**src/rtl/cpu_pkg.sv**
```systemverilog
// cpu_pkg: shared CPU types, reset vector and byte-swap helper
package cpu_pkg;
    typedef enum logic [1:0] {IDLE, ISSUE, DATA, HOLD} ifetch_state_t;
    localparam logic [31:0] RESET_VECTOR = 32'hBFC00000;
    function automatic logic [31:0] bswap32(input logic [31:0] w);
        return {w[7:0], w[15:8], w[23:16], w[31:24]};
    endfunction
endpackage

```
**src/rtl/cpu_ifetch.sv**
```systemverilog
// cpu_ifetch: Avalon-MM instruction fetch master; advances cpu_pc once per delivered instruction.
// Define IFETCH_ALIGN_CHECK_EN to trap misaligned PCs via a sticky fetch_err.
module cpu_ifetch #(
    parameter logic [31:0] RESET_VECTOR = cpu_pkg::RESET_VECTOR,
    parameter bit          BYTE_SWAP    = 1'b1
) (
    input  logic        clk,
    input  logic        reset,
    input  logic [31:0] pc_i,
    output logic        pc_wen_o,
    output logic [31:0] instr_o,
    output logic [31:0] instr_pc_o,
    output logic        instr_valid,
    input  logic        instr_ready,
    input  logic        flush,
    output logic [31:0] address,
    output logic        read,
    output logic [3:0]  byteenable,
    input  logic        waitrequest,
    input  logic [31:0] readdata,
    output logic        fetch_err
);
    import cpu_pkg::*;
    ifetch_state_t state, nxt;
    logic mis;
`ifdef IFETCH_ALIGN_CHECK_EN
    logic err;
    assign mis = |pc_i[1:0];
    always_ff @(posedge clk or posedge reset)
        if (reset) err <= 1'b0;
        else if (state == ISSUE && mis) err <= 1'b1;
    assign fetch_err = err;
`else
    assign mis = 1'b0;
    assign fetch_err = 1'b0;
`endif
    always_ff @(posedge clk or posedge reset) begin
        if (reset) begin
            state       <= IDLE;
            instr_o     <= '0;
            instr_pc_o  <= RESET_VECTOR;
            instr_valid <= 1'b0;
        end else begin
            state <= nxt;
            if (state == DATA && !flush) begin
                instr_o     <= BYTE_SWAP ? bswap32(readdata) : readdata;
                instr_pc_o  <= pc_i;
                instr_valid <= 1'b1;
            end else if (state == HOLD && (flush || instr_ready))
                instr_valid <= 1'b0;
        end
    end
    // A trapped fetch parks in HOLD with nothing valid, so it never leaves until reset
    always_comb begin
        nxt = state;
        case (state)
            IDLE:    nxt = ISSUE;
            ISSUE:   nxt = flush ? ISSUE : mis ? HOLD : waitrequest ? ISSUE : DATA;
            DATA:    nxt = flush ? ISSUE : HOLD;
            HOLD:    nxt = (!fetch_err && (flush || (instr_valid && instr_ready))) ? ISSUE : HOLD;
            default: nxt = IDLE;
        endcase
    end
    always_comb begin
        read       = state == ISSUE && !mis;
        address    = {pc_i[31:2], 2'b00};
        byteenable = read ? 4'hF : 4'h0;
        pc_wen_o   = state == HOLD && instr_valid && instr_ready && !flush;
    end
endmodule

```
**config.mk**
```make
export PLATFORM = sky130hd
export DESIGN_NAME = cpu_ifetch
export DESIGN_NICKNAME = d
export VERILOG_FILES = /design/src/rtl/cpu_pkg.sv /design/src/rtl/cpu_ifetch.sv
export SDC_FILE = /design/constraint.sdc
export NUM_CORES = 1
export LEC_CHECK = 0
export CAP_MARGIN = 40
export CORE_ASPECT_RATIO = 1.2
export CORE_MARGIN = 1.5
export CORE_UTILIZATION = 30
export DETAILED_ROUTE_END_ITERATION = 12
export PLACE_DENSITY = 0.67
export SLEW_MARGIN = 20
export SYNTH_ARGS = -nofsm -noshare
export SYNTH_HDL_FRONTEND = slang
export SYNTH_SLANG_ARGS = --single-unit
export TNS_END_PERCENT = 100
```
**constraint.sdc**
```tcl
create_clock -name clk -period 2.6 [get_ports clk]
set_input_delay 0.39 -clock clk [delete_from_list [all_inputs] [get_ports clk]]
set_output_delay 0.39 -clock clk [all_outputs]
set_load 0.05 [all_outputs]
```
==> impl_metrics.toml, run 1 <==
[timing]
clock_skew_ns = 0.00522
slew_violations = 0
tns_ns = 0
period_needed_ns = 2.44
slew_headroom_pct = 64.6
hold_violations = 0
period_share_pct = 93.8
worst_pin_slew_ns = 0.530
rsz0062_at_grt = "false"
worst_slack_ns = 0.161
setup_violations = 0
fmax_mhz = 410

[clock_tree]
cts_buffers = 9
htreeDepth = 3
clk_path_buf_depth = 2
cts_tree = "done"
clk_latency_ns = 0.32
post_cts_resized = 0
clock_sinks = 67
clkTransAtPathRegs_ns = 0.07
cts_root_buffer = "clkbuf_8"
cts_setup_buffers = 0
hold_buffers = 0

[cells_and_area]
layout-drive-gt1-share_pct = 29.6
area_growth_syn_to_layout_pct = 62.0
diodes = 0
nets = 402

[die]
rows = 38
top_level_ports = 173
coreArea_um2 = 9130
die-area_um2 = 10100
die_h_um = 110
die_w_um = 92.1
initial_core_util_pct = 31.3

[power]
power_switching_mw = 2.53
internal_power_mw = 3.07
power_frac_seq_pct = 30.0
clockPowerShare_pct = 15.0
vdd_drop_max_v = 0.000677
combPwrFrac_pct = 55.0
pwr_density_cell_nw_per_um2 = 1210
swShare_pct = 45.2
leakage_nw = 1.96

[synth]
muxShareOfSynthArea_pct = 25.2
synthAdderAreaFrac_pct = 0
synth.cell_area_um2 = 2860
synth_cells = 189
synth_warnings = 0
synth-compound-area-share_pct = 0.745
synth_xor_xnor_area_share_pct = 0
yosysSeqAreaShare_pct = 59.1
synth_top_family_by_area = "multiplexers"
yosysUniqueCellTypes = 17
synthSimpleGateAreaFrac_pct = 2.28
syn_area_per_cell_um2 = 15.1
ys_ff_latch = 67

[drt]
drt-wirelength-per-cell_um = 13.5
vias_per_cell = 4.28
vias = 1962
drc = 0
drtAntennaViolNets = 0
drtIter0Drc = 38
routed_wl_mm = 6.18
firstDrtPassIters = 4

[critical_path]
cp-startpoint = "state[0]"
arrival_ns = 2.05
path_class = "flip-flop to primary output"
cp_max_fo = 5
timing.rr.start = "state[1]"
r2r-end = "instr_pc_o[11]"
cp.required_ns = 2.21
r2r_slack_ns = 1.01
rr_worst_depth = 4
cp-endpoint = "byteenable[2]"
start_kind = "flip-flop"
worstSetupEndpointType = "primary output"

[grt]
grt_max_degree = 68
grt_antenna_before_repair = 1
grt_pass1_wl_mm = 9.27
grt_use_total_pct = 12.0
grt-ovfl-total = 0
grt_pass1_vias = 1893

[placed_design]
place.gp.congestion = 0.661
place_ws_ns = 0.468
io_buffers = 169
place_hpwl_mm = 4.72

[job]
maxCapViolCount = 0

[run_status]
status = "finished, final reports clean"

[worst_hold_path]
min_path_type = "primary input to async pin"
==> cell usage in the layout (no fill, tap or decap), types with 2 or more instances in the layout <==
| cell type | n |
|---|---|
| dfstp_2 | 9 |
| clkinv_2 | 3 |
| nand2_1 | 2 |
| conb_1 | 3 |
| mux2_2 | 64 |
| buf_4 | 3 |
| dfrtp_1 | 58 |
| buf_12 | 3 |
| inv_1 | 2 |
| clkbuf_8 | 10 |
| clkdlybuf4s50_1 | 168 |
==> per-stage QoR <==
stage | total power [mW] | utilization, % | instance area, µm² | hold slack, ns | std cells
CTS | 5.67 | 50.7 | 4630 | 0.452 | 458
global route | 5.84 | 50.7 | 4630 | 0.458 | 458
floorplan | 3.75 | - | 2860 | 0.500 | 191
detailed placement | 4.81 | 48.5 | 4430 | 0.494 | 442
finish | 5.60 | 50.7 | 4630 | 0.444 | 458
global placement | 4.77 | 48.5 | 4430 | 0.489 | 442
==> power by group through the flow <==
stage / clock network [mW] / registers, mW / logic (mW)
6_report: 0.839 / 1.68 / 3.08
5_1_grt: 0.920 / 1.73 / 3.19
4_1_cts: 0.878 / 1.69 / 3.11
3_5_place_dp: 0 / 1.71 / 3.10
3_3_place_gp: 0 / 1.69 / 3.08
2_1_floorplan: 0 / 3.14 / 0.610
==> per-layer routing <==
layer / GRT usage, % / up-vias / wire length [µm]
li1: - / 891 / -
met1: 13.1 / 961 / 2360
met2: 19.4 / 99 / 3070
met3: 7.26 / 9 / 660
met4: 3.96 / 2 / 75
met5: 0 / - / 13
==> cells by family (layout without fill, tap and decap cells) <==
logic type             after synthesis  in the layout
flip-flops                          67             67
AO/OA/AOI/OAI                        3              3
AND/OR/NAND/NOR                      8              8
other                                1              3
multiplexers                        64             64
buffers and inverters               46            193
==> area by class of cell <==
| cell class | count | area, µm² |
|---|---|---|
| clock inverter | 5 | 52.6 |
| inverter | 3 | 11.3 |
| tap | 120 | 150 |
| clock buffer | 11 | 141 |
| multi-input combinational | 78 | 818 |
| sequential | 67 | 1690 |
| fill | 816 | 4500 |
| timing repair buffer | 174 | 1760 |
==> state kept, by name (all words and copies together) (netlist names) <==
register / count
instr_o: 32
instr_pc_o: 32
state: 2
instr_valid: 1
==> worst min-delay path by stage <==
stage | start | end | slack [ns] | cells after the start
2_1_floorplan | flush | instr_valid | 0.50 | 1
3_3_place_gp | instr_pc_o[30] | instr_pc_o[30] | 0.49 | 1
3_5_place_dp | instr_o[29] | instr_o[29] | 0.49 | 1
4_1_cts | reset | instr_pc_o[8] | 0.45 | 3
5_1_grt | reset | instr_pc_o[8] | 0.46 | 3
6_report | reset | instr_pc_o[8] | 0.44 | 3
==> synthesized netlist by cell type, drive strengths merged <==
library cell	count	share of area, %
a22oi	1	0.26
and3	1	0.26
buf	43	12
conb	1	0.13
dfrtp	58	51
dfstp	9	8.3
inv	3	0.39
mux2	64	25
nand2	2	0.26
nand2b	1	0.31
nor2	2	0.83
nor2b	1	0.22
o21ai	2	0.48
or4	1	0.39
==> critical path, cell delays in order, from the launching register on <==
cell and delay (ns):
dfrtp_1 0.49, inv_1 0.13, nor2_1 0.24, clkdlybuf4s50_1 0.86
(Power assumes the default switching activity.)
==> run 2: changes to the inputs <==
--- a/config.mk
+++ b/config.mk
@@ -9,6 +9,7 @@
 export CORE_ASPECT_RATIO = 1.2
 export CORE_MARGIN = 1.5
 export CORE_UTILIZATION = 30
+export CTS_CLUSTER_SIZE = 8
 export DETAILED_ROUTE_END_ITERATION = 12
 export PLACE_DENSITY = 0.67
 export SLEW_MARGIN = 20
==> results of run 2 <==
Final layout, timing and power as in run 1 (identical DEF).
